$ cat config.mk
export PLATFORM = sky130hd
export DESIGN_NAME = ysyx_24110015_axi_lite_master_flat
export DESIGN_NICKNAME = d
export VERILOG_FILES = /design/src/rtl/ysyx_24110015_axi_pkg.sv /design/src/rtl/axi_lite_if.sv /design/src/rtl/ysyx_24110015_Reg.sv /design/src/rtl/ysyx_24110015_axi_lite_master.sv /design/src/flat_wrapper.sv
export SDC_FILE = /design/constraint.sdc
export NUM_CORES = 1
export LEC_CHECK = 0
export ABC_AREA = 1
export CAP_MARGIN = 10
export CORE_MARGIN = 1
export CORE_UTILIZATION = 42
export DETAILED_ROUTE_END_ITERATION = 8
export MAX_ROUTING_LAYER = met4
export PLACE_DENSITY = 0.85
export RECOVER_POWER = 50
export SKIP_LAST_GASP = 1
export SYNTH_ARGS = -nofsm -noshare
export SYNTH_HDL_FRONTEND = slang
export SYNTH_SLANG_ARGS = --single-unit
export TNS_END_PERCENT = 100
$ cat constraint.sdc
create_clock -name clk -period 7.25 [get_ports clk]
set_input_delay 2.175 -clock clk [delete_from_list [all_inputs] [get_ports clk]]
set_output_delay 2.175 -clock clk [all_outputs]
set_load 0.05 [all_outputs]
$ cat src/rtl/ysyx_24110015_axi_pkg.sv
// Shared types and constants for the AXI-lite initiator.
// State encoding plus response codes used when classifying rresp/bresp.
package ysyx_24110015_axi_pkg;

    typedef enum logic [2:0] {
        ST_IDLE = 3'd0,
        ST_AR   = 3'd1,
        ST_R    = 3'd2,
        ST_WR   = 3'd3,
        ST_B    = 3'd4,
        ST_DONE = 3'd5
    } state_e;

    localparam logic [1:0] RESP_OKAY   = 2'b00;
    localparam logic [1:0] RESP_EXOKAY = 2'b01;
    localparam logic [1:0] RESP_SLVERR = 2'b10;
    localparam logic [1:0] RESP_DECERR = 2'b11;

    // Anything but OKAY, including EXOKAY, is reported to the core as an error.
    function automatic logic resp_is_err(input logic [1:0] resp);
        return resp != RESP_OKAY;
    endfunction

endpackage

$ cat src/rtl/axi_lite_if.sv
// AXI-lite signal bundle shared by the initiator and the responders.
// Master drives address/data/valids and response readies; slave the rest.
interface axi_lite_if #(
    parameter int ADDR_W = 32,
    parameter int DATA_W = 32
);
    logic [ADDR_W-1:0]   araddr;
    logic                arvalid;
    logic                arready;
    logic [DATA_W-1:0]   rdata;
    logic [1:0]          rresp;
    logic                rvalid;
    logic                rready;
    logic [ADDR_W-1:0]   awaddr;
    logic                awvalid;
    logic                awready;
    logic [DATA_W-1:0]   wdata;
    logic [DATA_W/8-1:0] wstrb;
    logic                wvalid;
    logic                wready;
    logic [1:0]          bresp;
    logic                bvalid;
    logic                bready;

    modport master (
        output araddr, arvalid, input arready,
        input  rdata, rresp, rvalid, output rready,
        output awaddr, awvalid, input awready,
        output wdata, wstrb, wvalid, input wready,
        input  bresp, bvalid, output bready
    );

    modport slave (
        input  araddr, arvalid, output arready,
        output rdata, rresp, rvalid, input rready,
        input  awaddr, awvalid, output awready,
        input  wdata, wstrb, wvalid, output wready,
        output bresp, bvalid, input bready
    );
endinterface

$ cat src/rtl/ysyx_24110015_Reg.sv
// Generic register with write enable and asynchronous active-high reset.
// One-cycle update latency; holds its value whenever wen is low.
module ysyx_24110015_Reg #(
    parameter int               WIDTH     = 1,
    parameter logic [WIDTH-1:0] RESET_VAL = '0
) (
    input  logic             clk,
    input  logic             rst,
    input  logic [WIDTH-1:0] din,
    output logic [WIDTH-1:0] dout,
    input  logic             wen
);
    always_ff @(posedge clk or posedge rst) begin
        if (rst) begin
            dout <= RESET_VAL;
        end else if (wen) begin
            dout <= din;
        end
    end
endmodule

$ cat src/rtl/ysyx_24110015_axi_lite_master.sv
// Converts one outstanding core load/store into an AXI-lite read or write.
// Min 4 cycles per request; req_ready only in IDLE, rsp_valid is a 1-cycle pulse.
module ysyx_24110015_axi_lite_master
    import ysyx_24110015_axi_pkg::*;
#(
    parameter int ADDR_W = 32,
    parameter int DATA_W = 32
) (
    input  logic              clk,
    input  logic              rst,
    input  logic              req_valid,
    output logic              req_ready,
    input  logic              req_wen,
    input  logic [ADDR_W-1:0] req_addr,
    input  logic [DATA_W-1:0] req_wdata,
    input  logic [3:0]        req_wmask,
    output logic              rsp_valid,
    output logic [DATA_W-1:0] rsp_rdata,
    output logic              rsp_err,
    axi_lite_if.master        axi
);

    state_e state_q, state_d;

    logic [ADDR_W-1:0] addr_q;
    logic [DATA_W-1:0] wdata_q;
    logic [3:0]        wmask_q;
    logic              wen_q;
    logic [DATA_W-1:0] rdata_q;
    logic              err_q, err_d;
    logic              aw_done_q, w_done_q;

    logic req_fire;
    logic aw_hs, w_hs;
    logic r_fire, b_fire;

    assign req_fire = (state_q == ST_IDLE) && req_valid;
    assign aw_hs    = (state_q == ST_WR) && !aw_done_q && axi.awready;
    assign w_hs     = (state_q == ST_WR) && !w_done_q && axi.wready;
    assign r_fire   = (state_q == ST_R) && axi.rvalid;
    assign b_fire   = (state_q == ST_B) && axi.bvalid;

    always_ff @(posedge clk or posedge rst) begin
        if (rst) begin
            state_q <= ST_IDLE;
        end else begin
            state_q <= state_d;
        end
    end

    always_comb begin
        state_d = state_q;
        unique case (state_q)
            ST_IDLE: if (req_valid) state_d = req_wen ? ST_WR : ST_AR;
            ST_AR:   if (axi.arready) state_d = ST_R;
            ST_R:    if (axi.rvalid) state_d = ST_DONE;
            // Leave as soon as the later of the two handshakes lands, even same-cycle.
            ST_WR:   if ((aw_done_q || aw_hs) && (w_done_q || w_hs)) state_d = ST_B;
            ST_B:    if (axi.bvalid) state_d = ST_DONE;
            ST_DONE: state_d = ST_IDLE;
            default: state_d = ST_IDLE;
        endcase
    end

    always_comb begin
        err_d = resp_is_err(axi.bresp);
        if (state_q == ST_R) begin
            err_d = resp_is_err(axi.rresp);
        end
    end

    ysyx_24110015_Reg #(.WIDTH(ADDR_W)) u_addr_reg (
        .clk(clk), .rst(rst), .din(req_addr), .dout(addr_q), .wen(req_fire)
    );

    ysyx_24110015_Reg #(.WIDTH(DATA_W)) u_wdata_reg (
        .clk(clk), .rst(rst), .din(req_wdata), .dout(wdata_q), .wen(req_fire)
    );

    ysyx_24110015_Reg #(.WIDTH(4)) u_wmask_reg (
        .clk(clk), .rst(rst), .din(req_wmask), .dout(wmask_q), .wen(req_fire)
    );

    ysyx_24110015_Reg #(.WIDTH(1)) u_wen_reg (
        .clk(clk), .rst(rst), .din(req_wen), .dout(wen_q), .wen(req_fire)
    );

    ysyx_24110015_Reg #(.WIDTH(DATA_W)) u_rdata_reg (
        .clk(clk), .rst(rst), .din(axi.rdata), .dout(rdata_q), .wen(r_fire)
    );

    ysyx_24110015_Reg #(.WIDTH(1)) u_err_reg (
        .clk(clk), .rst(rst), .din(err_d), .dout(err_q), .wen(r_fire || b_fire)
    );

    // Done flags clear on acceptance and set on their own handshake; the two are exclusive.
    ysyx_24110015_Reg #(.WIDTH(1)) u_aw_done_reg (
        .clk(clk), .rst(rst), .din(aw_hs), .dout(aw_done_q), .wen(req_fire || aw_hs)
    );

    ysyx_24110015_Reg #(.WIDTH(1)) u_w_done_reg (
        .clk(clk), .rst(rst), .din(w_hs), .dout(w_done_q), .wen(req_fire || w_hs)
    );

    assign req_ready   = (state_q == ST_IDLE);

    assign axi.araddr  = addr_q;
    assign axi.arvalid = (state_q == ST_AR);
    assign axi.rready  = (state_q == ST_R);

    assign axi.awaddr  = addr_q;
    assign axi.awvalid = (state_q == ST_WR) && !aw_done_q;
    assign axi.wdata   = wdata_q;
    assign axi.wstrb   = wmask_q;
    assign axi.wvalid  = (state_q == ST_WR) && !w_done_q;
    assign axi.bready  = (state_q == ST_B);

    // rdata_q may still hold an earlier read, so writes report zero explicitly.
    assign rsp_valid   = (state_q == ST_DONE);
    assign rsp_rdata   = (state_q == ST_DONE && !wen_q) ? rdata_q : '0;
    assign rsp_err     = (state_q == ST_DONE) && err_q;

endmodule

$ cat src/flat_wrapper.sv
// flat-port wrapper written by rule: the top's interface ports become plain ports
module ysyx_24110015_axi_lite_master_flat import ysyx_24110015_axi_pkg::*;
#(
    parameter int ADDR_W = 32,
    parameter int DATA_W = 32
)
  (clk, rst, req_valid, req_ready, req_wen, req_addr, req_wdata, req_wmask, rsp_valid, rsp_rdata, rsp_err, axi_araddr, axi_arvalid, axi_arready, axi_rdata, axi_rresp, axi_rvalid, axi_rready, axi_awaddr, axi_awvalid, axi_awready, axi_wdata, axi_wstrb, axi_wvalid, axi_wready, axi_bresp, axi_bvalid, axi_bready);
  axi_lite_if #(.ADDR_W(ADDR_W), .DATA_W(DATA_W)) axi_i ();
  input  logic clk;
  input  logic rst;
  input  logic req_valid;
  output logic req_ready;
  input  logic req_wen;
  input  logic [ADDR_W-1:0] req_addr;
  input  logic [DATA_W-1:0] req_wdata;
  input  logic [3:0] req_wmask;
  output logic rsp_valid;
  output logic [DATA_W-1:0] rsp_rdata;
  output logic rsp_err;
  output wire logic [$bits(axi_i.araddr)-1:0] axi_araddr;
  output wire logic [$bits(axi_i.arvalid)-1:0] axi_arvalid;
  input wire logic [$bits(axi_i.arready)-1:0] axi_arready;
  input wire logic [$bits(axi_i.rdata)-1:0] axi_rdata;
  input wire logic [$bits(axi_i.rresp)-1:0] axi_rresp;
  input wire logic [$bits(axi_i.rvalid)-1:0] axi_rvalid;
  output wire logic [$bits(axi_i.rready)-1:0] axi_rready;
  output wire logic [$bits(axi_i.awaddr)-1:0] axi_awaddr;
  output wire logic [$bits(axi_i.awvalid)-1:0] axi_awvalid;
  input wire logic [$bits(axi_i.awready)-1:0] axi_awready;
  output wire logic [$bits(axi_i.wdata)-1:0] axi_wdata;
  output wire logic [$bits(axi_i.wstrb)-1:0] axi_wstrb;
  output wire logic [$bits(axi_i.wvalid)-1:0] axi_wvalid;
  input wire logic [$bits(axi_i.wready)-1:0] axi_wready;
  input wire logic [$bits(axi_i.bresp)-1:0] axi_bresp;
  input wire logic [$bits(axi_i.bvalid)-1:0] axi_bvalid;
  output wire logic [$bits(axi_i.bready)-1:0] axi_bready;
  assign axi_araddr = axi_i.araddr;
  assign axi_arvalid = axi_i.arvalid;
  assign axi_i.arready = axi_arready;
  assign axi_i.rdata = axi_rdata;
  assign axi_i.rresp = axi_rresp;
  assign axi_i.rvalid = axi_rvalid;
  assign axi_rready = axi_i.rready;
  assign axi_awaddr = axi_i.awaddr;
  assign axi_awvalid = axi_i.awvalid;
  assign axi_i.awready = axi_awready;
  assign axi_wdata = axi_i.wdata;
  assign axi_wstrb = axi_i.wstrb;
  assign axi_wvalid = axi_i.wvalid;
  assign axi_i.wready = axi_wready;
  assign axi_i.bresp = axi_bresp;
  assign axi_i.bvalid = axi_bvalid;
  assign axi_bready = axi_i.bready;
  ysyx_24110015_axi_lite_master #(.ADDR_W(ADDR_W), .DATA_W(DATA_W)) u_core (.clk(clk), .rst(rst), .req_valid(req_valid), .req_ready(req_ready), .req_wen(req_wen), .req_addr(req_addr), .req_wdata(req_wdata), .req_wmask(req_wmask), .rsp_valid(rsp_valid), .rsp_rdata(rsp_rdata), .rsp_err(rsp_err), .axi(axi_i));
endmodule
==> impl_metrics.ini <==
[synthesis]
ys_warn_count = 0
synth_edf_count = 0
ys_async_sr_fraction_pct = 100
synth.top_cell.area_share_pct = 56.7
avgSynthCellArea_sq_um = 8.36
yosysTopAreaCell = dfrtp_1
synth_area_sq_mm = 0.00473
yosysSeqAreaShare_pct = 56.7
netlist_instances = 565
synth.area.top_cells = dfrtp_1 57%, nand2_1 18%, buf_4 5.7%
synth_cell_types = 20
ys_ff_latch = 107
synthesis.nets = 678
synth.most_common_cell = nand2_1
ys_top_cells_by_count = 221 x nand2_1, 107 x dfrtp_1, 48 x nor2_1
synth_flop_cell = dfrtp_1

[detailed_routing]
wire_per_inst_um = 13.7
drc = 0
ant_nets = 0
dr.pass1.iters = 5
via_per_inst = 4.55
drt_iter0_drc = 242
drt_wl_total_um = 12600
via_count = 4173

[cts]
cts-htree-levels = 3
cts_tree = yes
clkSinkCount = 107
clock-root-buffer = clkbuf_8
cts_resized = 0
path_clk_slew_ns = 0.10
clockBufferDepth = 2
clk_latency_ns = 0.36
cts_buffers = 9
postCtsHoldBufs = 0
cts_setup_buffers = 0

[setup_path]
cp-start-kind = input port
worst-setup-path-type = in2reg
path_common_cell = nand2_1
crit_slowest_cell = clkbuf_1
crit_required_ns = 7.54
critPathBufInv = 3
timing.critical_path.slowest_cell_delay_ns = 2.09
cp_max_fo = 69
crit_chain = dlygate4sd3_1 -> inv_1 -> nor2_4 -> clkbuf_1 -> nand2_1 -> nand2_1
critPathArrivalTime_ns = 5.33
endpoint_kind = flip-flop
critPathTopFamily = buffers and inverters

[die]
die_w_um = 108
start_util_pct = 43.4
fp.coreArea_sq_mm = 0.0109
design.die.area_sq_mm = 0.0117
num_rows = 38
boundaryPins = 253
die_height_um = 108

[timing]
final.min_clock_period_ns = 5.04
clock_skew_ns = 0.0168
fmax_mhz = 199
setup_viol = 0
slew_headroom_pct = -96.3
finalSetupTns_ns = 0
hold_viol = 0
maxSlewViolCount = 318
worst_pin_slew_ns = 2.94
rsz0062_at_grt = no
post-route-period-util_pct = 69.5

[placement]
io_buffers = 252
hpwl_um = 9300
gp_congestion = 0.857
dpl_cell_area_sq_mm = 0.00705

[global_routing]
grt_usage_pct = 22.7
antenna_found_initial = 0
grt_max_degree = 72
first_global_vias = 4199
grt_pass1_wl_um = 19900
overflow = 0

[pwr]
ir_drop_v = 0.000389
power.leakage_nw = 3.56
power-per-cell-area_mw_per_mm2 = 517

[run]
maxCapViolCount = 5

[layout]
multi_input_comb_area_sq_mm = 0.00148
n_fill_cell = 856
area_delta_synth_final_pct = 53.6
antenna_cells = 0
nNetsFinal = 885
drive_gt1_share_pct = 6.82
seqCellArea_sq_mm = 0.00268
design_area_sq_mm = 0.00726

[outcome]
violations = max-capacitance violations, max-slew violations
status = finished, violations left

[min_path]
min_path_type = reg2reg
## state kept, by name (all words and copies together), names as in the netlist
| name | count |
|---|---|
| u_core.u_addr_reg.dout | 32 |
| u_core.u_rdata_reg.dout | 32 |
| u_core.u_wdata_reg.dout | 32 |
| u_core.u_wmask_reg.dout | 4 |
| u_core.state_q | 3 |
| u_core.u_aw_done_reg.dout | 1 |
| u_core.u_err_reg.dout | 1 |
| u_core.u_w_done_reg.dout | 1 |
| u_core.u_wen_reg.dout | 1 |
## worst min-delay path: stages (launching register included)
cell and delay, ns:
dfrtp_1 0.35, nand2_1 0.05, nand2_1 0.05
## cell usage in the layout (no fill, tap or decap), types with 2 or more instances in the layout
| cell | netlist | final |
|---|---|---|
| clkinv_4 | 0 | 2 |
| o21ai_0 | 4 | 4 |
| dlygate4sd3_1 | 0 | 4 |
| nand2_1 | 221 | 221 |
| inv_1 | 45 | 45 |
| nor2_2 | 31 | 31 |
| nor2_1 | 48 | 48 |
| clkinv_2 | 0 | 3 |
| clkbuf_8 | 0 | 9 |
| nand3_1 | 6 | 6 |
| dfrtp_1 | 107 | 107 |
| inv_2 | 3 | 2 |
| o21ai_1 | 2 | 2 |
| a21oi_1 | 35 | 35 |
| bufinv_16 | 0 | 2 |
| clkdlybuf4s50_1 | 0 | 248 |
## path summary, 6_finish.rpt
check	startpoint	to	slack, ns	cells after the start
worst max register to register	u_core.state_q[1]	u_core.u_wdata_reg.dout[19]	3.79	6
worst max-delay path	req_valid	u_core.u_wdata_reg.dout[19]	2.21	6
worst min register to register	u_core.u_wdata_reg.dout[20]	u_core.u_wdata_reg.dout[20]	0.48	2
min in group asynchronous	rst	u_core.u_addr_reg.dout[2]	2.75	2
max in group asynchronous	rst	u_core.u_wdata_reg.dout[25]	2.29	3
worst min-delay path	u_core.u_wdata_reg.dout[20]	u_core.u_wdata_reg.dout[20]	0.48	2
## report_power, final
group,switching (mW),internal [mW],total [mW]
combinational,1.60,0.724,2.32
sequential,0.164,0.869,1.03
clock,0.200,0.194,0.394
total,1.96,1.79,3.75
## layer usage
layer  track usage [%]  part of all wire (%)  routed length [um]  vias up
li1                  -                     -                   -     2068
met1              25.3                    39                4950     1915
met2              39.3                    50                6330      178
met3              6.69                   9.2                1150       12
met4              6.75                   1.3                 160        0
met5                 -                     0                   0        -
## through the flow
| stage | utilization [%] | worst slack (ns) | total power, mW | cells | hold WS, ns |
|---|---|---|---|---|---|
| finish | 66.7 | 2.21 | 3.75 | 917 | 0.483 |
| global route | 66.7 | 1.63 | 3.96 | 917 | 0.510 |
| CTS | 66.7 | 2.30 | 3.77 | 917 | 0.483 |
| detailed placement | 64.8 | 2.70 | 3.36 | 901 | 0.461 |
| global placement | 64.8 | 2.80 | 3.30 | 901 | 0.454 |
| floorplan | - | 2.26 | 2.68 | 565 | 0.451 |
## kinds of logic (layout without fill, tap and decap cells)
logic type	after synthesis	after routing	share of synthesized area [%]
buffers and inverters	106	318	12.1
AND/OR/NAND/NOR	310	310	26.7
flip-flops	107	107	56.7
AO/OA/AOI/OAI	42	42	4.50
## area by class of cell
cell class / instances / area share [%]
clock inverter: 7 / 1.28
inverter: 48 / 2.50
timing repair buffer: 254 / 34.9
tap: 140 / 2.41
sequential: 107 / 36.9
clock buffer: 9 / 1.71
multi-input combinational: 352 / 20.3
Power figures use the tool's default switching activity.
